File: src/rtl/psram_fb_arbiter.sv
// Arbitrates one PSRAM port between front-bank scanout reads and FIFO-buffered back-bank writes; FB_CLEAR_EN adds a back-bank fill engine.
// Latency: rd_req to rd_valid is 4 cycles plus controller busy time when the arbiter is idle.
// Backpressure: wr_ready drops while the write FIFO is full or a clear runs; reads never stall, a second rd_req overwrites and flags rd_overrun.
module psram_fb_arbiter #(
    parameter int FIFO_DEPTH = 8,
    parameter int FB_WORDS   = 86_400
) (
    input  logic        clk_mem,
    input  logic        reset_n,
`ifdef FB_CLEAR_EN
    input  logic        clear_start,
    input  logic [15:0] clear_data,
    output logic        clear_busy,
`endif
    input  logic [19:0] wr_addr,
    input  logic [15:0] wr_data,
    input  logic        wr_valid,
    output logic        wr_ready,
    input  logic [19:0] rd_addr,
    input  logic        rd_req,
    output logic [15:0] rd_data,
    output logic        rd_valid,
    output logic        rd_overrun,
    input  logic        vblank,
    input  logic        flip_req,
    output logic        flip_pending,
    output logic        render_bank,
    output logic [21:0] mem_addr,
    output logic        mem_read_en,
    output logic        mem_write_en,
    output logic [15:0] mem_wdata,
    input  logic [15:0] mem_rdata,
    input  logic        mem_busy
);

    localparam int AW = $clog2(FIFO_DEPTH);
    localparam logic [AW:0] FIFO_FULL_CNT = (AW+1)'(FIFO_DEPTH);

    if (FIFO_DEPTH < 2 || (FIFO_DEPTH & (FIFO_DEPTH - 1)) != 0) begin : g_bad_depth
        $error("FIFO_DEPTH must be a power of 2 and at least 2");
    end
    if (FB_WORDS < 1 || FB_WORDS > (1 << 20)) begin : g_bad_words
        $error("FB_WORDS must lie in 1..2^20");
    end

    typedef enum logic [1:0] {S_IDLE, S_ISSUE, S_GUARD, S_WAIT} state_t;
    typedef enum logic [1:0] {K_RD, K_WR, K_CLR} kind_t;

    typedef struct packed {
        logic [19:0] addr;
        logic [15:0] data;
    } wr_ent_t;

    state_t      state, state_nxt;
    kind_t       cmd_kind, sel_kind;
    logic [21:0] cmd_addr, sel_addr;
    logic [15:0] cmd_data, sel_data;
    logic        issue;
    logic        do_flip;
    logic        ready_en;

    logic        rd_pend;
    logic [19:0] rd_addr_q;
    logic        rd_issue;

    wr_ent_t     fifo_mem [FIFO_DEPTH];
    wr_ent_t     fifo_head;
    logic [AW-1:0] fifo_wptr, fifo_rptr;
    logic [AW:0] fifo_cnt;
    logic        fifo_full, fifo_empty, fifo_push, fifo_pop;

    logic        clearing;
    logic [15:0] clr_data_q;
    logic [19:0] clr_addr;

    // ---------------- write FIFO ----------------
    assign fifo_full  = (fifo_cnt == FIFO_FULL_CNT);
    assign fifo_empty = (fifo_cnt == '0);
    assign fifo_head  = fifo_mem[fifo_rptr];
    assign wr_ready   = ready_en && !fifo_full && !clearing;
    assign fifo_push  = wr_valid && wr_ready;
    assign fifo_pop   = (state == S_ISSUE) && (cmd_kind == K_WR);

    always_ff @(posedge clk_mem) begin
        if (fifo_push) begin
            fifo_mem[fifo_wptr] <= '{addr: wr_addr, data: wr_data};
        end
    end

    always_ff @(posedge clk_mem or negedge reset_n) begin
        if (!reset_n) begin
            fifo_wptr <= '0;
            fifo_rptr <= '0;
            fifo_cnt  <= '0;
        end else begin
            if (fifo_push) fifo_wptr <= fifo_wptr + 1'b1;
            if (fifo_pop)  fifo_rptr <= fifo_rptr + 1'b1;
            case ({fifo_push, fifo_pop})
                2'b10:   fifo_cnt <= fifo_cnt + 1'b1;
                2'b01:   fifo_cnt <= fifo_cnt - 1'b1;
                default: fifo_cnt <= fifo_cnt;
            endcase
        end
    end

    // Holds wr_ready low through reset so every output reads 0 there.
    always_ff @(posedge clk_mem or negedge reset_n) begin
        if (!reset_n) ready_en <= 1'b0;
        else          ready_en <= 1'b1;
    end

    // ---------------- read request latch ----------------
    assign rd_issue = (state == S_ISSUE) && (cmd_kind == K_RD);

    always_ff @(posedge clk_mem or negedge reset_n) begin
        if (!reset_n) begin
            rd_pend    <= 1'b0;
            rd_addr_q  <= '0;
            rd_overrun <= 1'b0;
        end else if (rd_req) begin
            rd_pend   <= 1'b1;
            rd_addr_q <= rd_addr;
            if (rd_pend && !rd_issue) rd_overrun <= 1'b1;
        end else if (rd_issue) begin
            rd_pend <= 1'b0;
        end
    end

    // ---------------- clear engine ----------------
`ifdef FB_CLEAR_EN
    localparam logic [19:0] CLR_LAST = 20'(FB_WORDS - 1);
    logic clr_accept, clr_step;

    assign clr_accept = clear_start && (state == S_IDLE) && fifo_empty && !clearing;
    assign clr_step   = (state == S_WAIT) && !mem_busy && (cmd_kind == K_CLR);
    assign clear_busy = clearing;

    always_ff @(posedge clk_mem or negedge reset_n) begin
        if (!reset_n) begin
            clearing   <= 1'b0;
            clr_data_q <= '0;
            clr_addr   <= '0;
        end else if (clr_accept) begin
            clearing   <= 1'b1;
            clr_data_q <= clear_data;
            clr_addr   <= '0;
        end else if (clr_step) begin
            if (clr_addr == CLR_LAST) clearing <= 1'b0;
            else                      clr_addr <= clr_addr + 1'b1;
        end
    end
`else
    assign clearing   = 1'b0;
    assign clr_data_q = '0;
    assign clr_addr   = '0;
`endif

    // ---------------- transfer FSM ----------------
    always_ff @(posedge clk_mem or negedge reset_n) begin
        if (!reset_n) state <= S_IDLE;
        else          state <= state_nxt;
    end

    always_comb begin
        state_nxt = state;
        issue     = 1'b0;
        do_flip   = 1'b0;
        sel_kind  = K_RD;
        sel_addr  = '0;
        sel_data  = '0;
        case (state)
            S_IDLE: begin
                if (!mem_busy && rd_pend) begin
                    issue    = 1'b1;
                    sel_kind = K_RD;
                    sel_addr = {render_bank, 1'b0, rd_addr_q};
                end else if (!mem_busy && clearing) begin
                    issue    = 1'b1;
                    sel_kind = K_CLR;
                    sel_addr = {~render_bank, 1'b0, clr_addr};
                    sel_data = clr_data_q;
                end else if (!mem_busy && !fifo_empty) begin
                    issue    = 1'b1;
                    sel_kind = K_WR;
                    sel_addr = {~render_bank, 1'b0, fifo_head.addr};
                    sel_data = fifo_head.data;
                end else if (flip_pending && vblank && fifo_empty && !clearing && !rd_pend) begin
                    do_flip = 1'b1;
                end
                if (issue) state_nxt = S_ISSUE;
            end
            S_ISSUE: state_nxt = S_GUARD;
            // The controller may raise busy one cycle late, so busy is not trusted here.
            S_GUARD: state_nxt = S_WAIT;
            S_WAIT:  if (!mem_busy) state_nxt = S_IDLE;
            default: state_nxt = S_IDLE;
        endcase
    end

    // Bank is frozen into cmd_addr here; flips only happen in IDLE with nothing selected.
    always_ff @(posedge clk_mem or negedge reset_n) begin
        if (!reset_n) begin
            cmd_kind <= K_RD;
            cmd_addr <= '0;
            cmd_data <= '0;
        end else if (issue) begin
            cmd_kind <= sel_kind;
            cmd_addr <= sel_addr;
            cmd_data <= sel_data;
        end
    end

    assign mem_read_en  = (state == S_ISSUE) && (cmd_kind == K_RD);
    assign mem_write_en = (state == S_ISSUE) && (cmd_kind != K_RD);
    assign mem_addr     = cmd_addr;
    assign mem_wdata    = cmd_data;

    always_ff @(posedge clk_mem or negedge reset_n) begin
        if (!reset_n) begin
            rd_valid <= 1'b0;
            rd_data  <= '0;
        end else begin
            rd_valid <= 1'b0;
            if ((state == S_WAIT) && !mem_busy && (cmd_kind == K_RD)) begin
                rd_valid <= 1'b1;
                rd_data  <= mem_rdata;
            end
        end
    end

    // ---------------- bank flip ----------------
    always_ff @(posedge clk_mem or negedge reset_n) begin
        if (!reset_n) begin
            render_bank  <= 1'b0;
            flip_pending <= 1'b0;
        end else if (do_flip) begin
            render_bank  <= ~render_bank;
            flip_pending <= 1'b0;
        end else if (flip_req) begin
            flip_pending <= 1'b1;
        end
    end

endmodule

File: config.mk
export PLATFORM = sky130hd
export DESIGN_NAME = psram_fb_arbiter
export DESIGN_NICKNAME = d
export VERILOG_FILES = /design/src/rtl/psram_fb_arbiter.sv
export SDC_FILE = /design/constraint.sdc
export NUM_CORES = 1
export LEC_CHECK = 0
export CORE_ASPECT_RATIO = 1.4
export CORE_MARGIN = 2
export CORE_UTILIZATION = 40
export DETAILED_ROUTE_END_ITERATION = 12
export DONT_BUFFER_PORTS = 1
export MAX_ROUTING_LAYER = met4
export PLACE_DENSITY_LB_ADDON = 0.3
export SLEW_MARGIN = 15
export SYNTH_ARGS = -nofsm -noshare
export SYNTH_HDL_FRONTEND = slang
export SYNTH_SLANG_ARGS = --single-unit
File: constraint.sdc
create_clock -name clk_mem -period 11.9 [get_ports clk_mem]
set_input_delay 1.785 -clock clk_mem [delete_from_list [all_inputs] [get_ports clk_mem]]
set_output_delay 1.785 -clock clk_mem [all_outputs]
set_load 0.02 [all_outputs]
### Yosys cells after proc, flatten, opt, wreduce, memory -nomap -nowiden

Memories as Yosys holds them, arrays and structs flattened.
Cells that the tools add are included.
Widths: inputs -> output; s select.

| cells by class | value |
|---|---|
| bitwise gates (word level) | 1 |
| $add $sub $neg | 4 |
| reduce and logical (&&, ||, !) cells | 27 |
| muxes and demuxes | 28 |
| equal/unequal tests | 9 |

Operators with widths:

| kind | count |
|---|---|
| $mux 22 | 3 |
| $mux 16 | 3 |
| $mux 1 | 17 |
| $logic_and 1x1->1 | 13 |
| $pmux 2 s4 | 1 |
| $pmux 4 s2 | 1 |
| $reduce_bool 2->1 | 4 |
| $add 3x1->3 const B | 2 |
| $eq 2x1->1 const B | 3 |
| $eq 2x2->1 const B | 3 |
| $mux 2 | 3 |
| $logic_not 1->1 | 5 |
| $add 4x1->4 const B | 1 |
| $eq 4x4->1 const B | 1 |
| $logic_not 2->1 | 2 |
| $logic_not 4->1 | 1 |
| $ne 2x2->1 const B | 2 |
| $reduce_and 2->1 | 2 |
| $sub 4x1->4 const B | 1 |
| $not 1->1 | 1 |

| word-level totals | value |
|---|---|
| memories kept | 1 |
| bits of input ports | 79 |
| output and inout bits | 61 |
| register bits | 94 |
| logic and storage cells | 85 |
| memory bits (writable) | 288 |

Memory list:

| name | words | bits a word | rd ports | clocked after Yosys merged registers in | wr ports | RTL line | RTL |
|---|---|---|---|---|---|---|---|
| fifo_mem | 8 | 36 | 1 | 0 | 1 | 66 | `wr_ent_t fifo_mem [FIFO_DEPTH];` |

### Longest topological paths before layout

Gate-level depths: netlist of run 1.

| logic depth | value |
|---|---|
| depth after elaboration | 8 |
| depth in mapped cells | 12 |
| mapped depth without buffers | 11 |

### Worst setup path after synthesis of run 1

No wires, ideal clock.

| timing | value |
|---|---|
| path kind | in2reg |
| start point | input wr_valid |
| end point | memory fifo_mem[0][0] in the netlist's numbering, enable pin |
| required time | 11.426 ns |
| arrival time | 4.737 ns |
| setup time | 0.474 ns |
| slack | 6.689 ns |
| cell stages on the path | 4 |
| cells stage by stage | and3_1 -> clkbuf_1 -> nand2b_1 -> nor3_1 |

| on the way | value |
|---|---|
| cells in the longest elaborated chain, start to end | 3 |

RTL lines:

| element | RTL line | RTL |
|---|---|---|
| start, declared | 17 | `input logic wr_valid,` |
| $logic_and 1x1->1 | 81 | `assign fifo_push = wr_valid && wr_ready;` |
| $mux 1 | 85 | `if (fifo_push) begin` |
| $mux 1 (implied by the code) | 86 | `fifo_mem[fifo_wptr] <= '{addr: wr_addr, data: wr_data};` |
| end, declared | 66 |  |

Every way passes these cells.

### Final worst setup path of run 1

| timing | value |
|---|---|
| start point | register fifo_cnt[0] |
| end point | output wr_ready |

| on the way | value |
|---|---|
| cells in the longest elaborated chain, start to end | 3 |

RTL lines:

| element | RTL line | RTL |
|---|---|---|
| start, declared | 69 | `logic [AW:0] fifo_cnt;` |
| start signal, assigned | 99 | `2'b10: fifo_cnt <= fifo_cnt + 1'b1;` |
| start signal, assigned | 100 | `2'b01: fifo_cnt <= fifo_cnt - 1'b1;` |
| start signal, assigned | 101 | `default: fifo_cnt <= fifo_cnt;` |
| $eq 4x4->1 | 77 | `assign fifo_full = (fifo_cnt == FIFO_FULL_CNT);` |
| $logic_not 1->1 | 80 | `assign wr_ready = ready_en && !fifo_full && !clearing;` |
| $logic_and 1x1->1 | 80 |  |
| end, declared | 18 | `output logic wr_ready,` |

Every way passes these cells.

==> results.tsv, run 1 <==
metric	value	unit
status	completed	
max_slew_margin	35.3	%
fin_skew	0.0127	ns
port_buffers	0	
r2r_slack	9.18	ns
antenna_found_initial	1	
synth_most_common_cell	edfxtp_1	
cts-root-buf	clkbuf_16	
final_layout_size_suffix_gt1_share	27.4	%
fp.dieH	229	um
fmax	279	MHz
rows	82	
synthTopCellsByCount	edfxtp_1, dfrtp_1, mux4_2, nand2_1, a22oi_1	
worst-path-max-fanout	8	
yosys.area.top_type_share	59.8	%
setup_viol	0	
syn_inst	720	
rsz0062_at_grt	false	
cts.sinks	380	
worstPathArrival	1.80	ns
grt_pass1_wl	42.5	mm
reg2regPathDepth	10	
r2r_end	fifo_cnt[2]	
leakagePower	0.00555	uW
ir_drop	0.149	mV
setup-tns-final	0	ns
slowest_stage	or4b_1	
max_cap_viol_count	0	
slew_violations	0	
clockBufferDepth	3	
area_growth	12.2	%
powerDensity	232	mW/mm^2
nNetsFinal	824	
finalInstanceArea	0.0162	mm^2
wl_per_cell	22.7	um
synth_warnings	0	
die_w	165	um
critical_path_class	flop to primary output	
cts_resized	0	
async_flop_share	24.2	%
holdPathEnd	mem_addr[11]	
core	0.0357	mm^2
min_period	3.59	ns
cts_setup_buffers	0	
min_from	rd_addr_q[11]	
worstSetupEndpointType	primary output	
critPathLaunchType	flop	
track_usage	15.5	%
crit_required	10.12	ns
dp.cells	1160	
worst_slack	8.31	ns
clkLatencyLatePin	0.52	ns
die-area	0.0377	mm^2
hold_path_class	flop to flop	
initial_utilization	40.5	%
fin_util	45.5	%
dpl_worst_slack	8.38	ns
grt_pass1_vias	7145	
tightest_slew	0.971	ns
synthesis.area	0.0145	mm^2
drt_pass1_iterations	4	
hold_buffers	0	
finalWeightedCongestion	0.707	
synth_seq_area_share	75.7	%
drt_iter0_drc	492	
ys.flop_type	edfxtp_1	
synth_largest_area_cell	edfxtp_1	
worstHoldPathCells	2	
cts_tree	built	
synth.area.top_cells	edfxtp_1, dfrtp_1, mux4_2	
vias	6585	
fin_cells	1225	
reg2reg_from	fifo_cnt[0]	
route.detailed.vias_per_inst	5.38	
htree_levels	2	
placedInstanceArea	0.0150	mm^2
grt_max_degree	93	
clk_pin_slew	0.06	ns
post_synth.cell_area_avg	20.1	um^2
io_pins	140	
slowest_delay	0.56	ns
ant_nets	0	
ys_seq_elements	380	
num-fill-cells	2979	
grt_overflow	0	
synth-edff-count	288	
drc	0	
synthDistinctLibCells	43	
drt_wl_total	27.8	mm
hpwl	17.0	mm
numCtsBuffers	36	
hold_viol	0	
path_cells	or4b_1 -> and2_1	
fin_crit_sh	30.1	%
syn_nets	808	
## worst max path at each step
| stage | start | to | slack (ns) | depth (start not counted) |
|---|---|---|---|---|
| floorplan | wr_valid | fifo_mem[0][0] | 6.69 | 4 |
| global placement | wr_valid | fifo_cnt[2] | 8.52 | 9 |
| detailed placement | wr_valid | fifo_cnt[2] | 8.38 | 9 |
| finish | fifo_cnt[0] | wr_ready | 8.31 | 2 |
| global route | fifo_cnt[0] | wr_ready | 8.27 | 2 |
| CTS | fifo_cnt[1] | wr_ready | 8.31 | 2 |
## sequential cells by signal, summed over array words and instances (netlist names), 2 cells and up
| register | count |
|---|---|
| fifo_cnt | 4 |
| fifo_mem | 288 |
| fifo_rptr | 3 |
| fifo_wptr | 3 |
| mem_addr | 21 |
| mem_wdata | 16 |
| rd_addr_q | 20 |
| rd_data | 16 |
| state | 2 |
## cell families (layout without fill, tap and decap cells)
group,Yosys count,in the layout,share of synthesized area [%]
xor+xnor,11,11,0.666
flops,380,380,75.7
fa+ha+maj,9,9,0.779
other cells,2,3,0.0519
simple gates,96,96,3.18
mux,112,112,14.3
buf+inv,42,84,1.48
compound gates,68,68,3.81
## worst max-delay path, delay by kind of cell (launching register included)
| kind | cells | cell delay [ns] |
|---|---|---|
| flip-flops | 1 | 0.48 |
| AND/OR/NAND/NOR | 2 | 0.81 |
## final cells by class
cell class / instances / area [um^2] / share of cell area (%)
sequential: 380 / 11000 / 67.5
clock inverter: 17 / 196 / 1.21
inverter: 6 / 22.5 / 0.139
antenna: 1 / 2.50 / 0.0154
tap: 462 / 578 / 3.56
timing repair buffer: 14 / 105 / 0.647
multi-input combinational: 298 / 3390 / 20.9
clock buffer: 47 / 983 / 6.06
## through the flow
step | total power, uW | hold slack (ns)
finish | 3760 | 0.507
global placement | 2630 | 0.491
floorplan | 2460 | 0.472
global route | 3940 | 0.533
CTS | 3820 | 0.514
detailed placement | 2670 | 0.498
## layer usage
layer | wire length [um] | track usage (%)
met1 | 10600 | 17.4
met2 | 14500 | 26.7
met3 | 1920 | 4.42
met4 | 681 | 4.92
met5 | 0 | -
## placed cells by master (no fill, tap or decap), drive strengths merged, types with 9 or more instances in the layout
cell type and n:
a22oi 56, ha 9, edfxtp 288, mux4 72, buf 14, dfrtp 92, mux2 40, clkbuf 47
nor2 10, clkinv 11, nand2 59
## where the power goes
part | internal, uW | switching [uW]
sequential | 1630 | 249
combinational | 361 | 379
clock | 672 | 465
total | 2670 | 1090
Note: power is estimated with default switching activity, not from simulation.
==> run 2, diff against run 1 <==
clock period = 3.7 ns   (was 11.9 ns; I/O delays follow)
==> run 2 against run 1 <==
  * Power grew to 3.2 times the previous value
  * Sequential cell count stayed put
  * Clock skew is 0.0063 ns higher
==> results.tsv, run 2 (synthesized netlist as in run 1, its figures left out) <==
metric	value	unit	change
worst_slack	0.930	ns	-7.38 ns
ant_nets	0		unchanged
nNetsFinal	828		+0.49%
route.detailed.vias_per_inst	5.39		+0.33%
track_usage	15.9	%	+0.40 points
holdPathEnd	fifo_mem[5][5]		
critPathLaunchType	flop		
area_growth	12.6	%	
slew_violations	0		unchanged
r2r_end	fifo_cnt[2]		
num-fill-cells	2968		-0.37%
critical_path_class	flop to flop		
max_slew_margin	32.4	%	-2.9 points
drt_iter0_drc	480		-2.4%
grt_max_degree	93		unchanged
r2r_slack	0.93	ns	-8.25 ns
mostFrequentLayoutCells	edfxtp_1, dfrtp_1, mux4_2		
hold_path_class	primary input to flop		
htree_levels	2		unchanged
finalWeightedCongestion	0.778		+10%
rsz0062_at_grt	false		
ir_drop	0.389	mV	+160%
rows	82		unchanged
fin_skew	0.0190	ns	+0.00635 ns
grt_pass1_wl	43.2	mm	+1.6%
core	0.0357	mm^2	unchanged
dpl_worst_slack	0.956	ns	-7.43 ns
cts_tree	built		
min_from	wr_data[5]		
crit_required	4.10	ns	-6.02 ns
fin_crit_sh	74.9	%	
tightest_slew	1.01	ns	+0.0428 ns
status	completed		
grt_pass1_vias	7266		+1.7%
numCtsBuffers	35		-2.8%
setup_viol	0		unchanged
largest_reg_flops	288		unchanged
grt_overflow	0		unchanged
cts.sinks	380		unchanged
fp.dieH	229	um	unchanged
hold_viol	0		unchanged
setup-tns-final	0	ns	unchanged
leakagePower	0.00557	uW	+0.36%
regMostFlops	fifo_mem		
die_w	165	um	unchanged
drt_pass1_iterations	4		unchanged
max_cap_viol_count	0		unchanged
insertedDiodeCount	0		-1
fin_total_pwr	12100	uW	+220%
io_pins	140		unchanged
worst-path-max-fanout	8		unchanged
drt_wl_total	28.5	mm	+2.4%
worstHoldPathCells	0		-2
cts_resized	0		unchanged
final_layout_size_suffix_gt1_share	27.0	%	-0.40 points
drc	0		unchanged
fmax	361	MHz	
powerDensity	741	mW/mm^2	+220%
antenna_found_initial	0		-1
hpwl	18.1	mm	+6.4%
reg2regPathDepth	10		unchanged
clockBufferDepth	3		unchanged
initial_utilization	40.5	%	unchanged
clk_pin_slew	0.06	ns	about the same
clkLatencyLatePin	0.53	ns	about the same
cts-root-buf	clkbuf_16		
die-area	0.0377	mm^2	unchanged
vias	6623		+0.58%
reg2reg_from	fifo_cnt[1]		
final_common_cell	edfxtp_1		
min_period	2.77	ns	
wl_per_cell	23.2	um	+2.1%
port_buffers	0		unchanged
worstPathArrival	3.17	ns	+1.37 ns
worstSetupEndpointType	flop		
## run 2: cell types whose count changed in the layout (fill, tap and decap cells not counted), sizes merged
cell,delta
clkinv,-2
inv,+1
clkinvlp,-1
buf,+4
dlygate4sd3,+1
clkbuf,+1
diode,-1
## run 2: timing repair
item                                    CTS  global route
hold buffers                              2             0
hold endpoints to repair                 92             0
endpoints found under the setup margin    0             0
buffers inserted                          0             0
## run 2: report_power, final
group	internal (uW)	switching (uW)
registers	5250	963
logic	1180	1060
clock network	2120	1490
## run 2: worst max-delay path, cell delays in order, from the launching register on
cell,delay (ns)
dfrtp_1,0.47
or4b_1,0.58
and3_1,0.30
inv_1,0.12
ha_1,0.28
xor2_1,0.13
ha_1,0.20
a21oi_1,0.16
xor2_1,0.18
nor2_1,0.07
xor2_1,0.15
## run 2: cell type report
type	instances	area, um^2	share of cell area, %
Clock buffer	48	966	5.93
Clock inverter	15	191	1.18
Inverter	6	22.5	0.138
Multi-Input combinational cell	298	3400	20.8
Sequential cell	380	11000	67.3
Tap cell	462	578	3.55
Timing Repair Buffer	19	178	1.09
## run 2: worst max-delay path by stage
| stage | from | to | slack [ns] | depth (start not counted) |
|---|---|---|---|---|
| after floorplan | fifo_cnt[0] | fifo_mem[6][0] | 0.64 | 5 |
| after global routing | fifo_cnt[0] | fifo_cnt[3] | 0.71 | 8 |
| after CTS | fifo_cnt[0] | fifo_mem[1][23] | 0.92 | 5 |
| after global placement | fifo_cnt[0] | fifo_mem[1][23] | 1.09 | 5 |
| after detailed placement | fifo_cnt[0] | fifo_mem[1][23] | 0.96 | 5 |
| final | fifo_cnt[1] | fifo_cnt[2] | 0.93 | 10 |
## run 2: stage by stage
step	area [um^2]	std cells	util, %	hold slack, ns
2_1_floorplan	14500	720	-	0.259
3_3_place_gp	15100	1163	42.3	0.263
3_5_place_dp	15100	1163	42.3	0.263
4_1_cts	16300	1228	45.6	0.0873
5_1_grt	16300	1228	45.6	0.0862
6_report	16300	1228	45.6	0.114
## run 2: metal layers
| layer | GRT usage (%) | part of all wire, % |
|---|---|---|
| met5 | - | 0 |
| met4 | 5.43 | 2.8 |
| met3 | 4.53 | 6.9 |
| met2 | 28.1 | 54 |
| met1 | 17.0 | 36 |
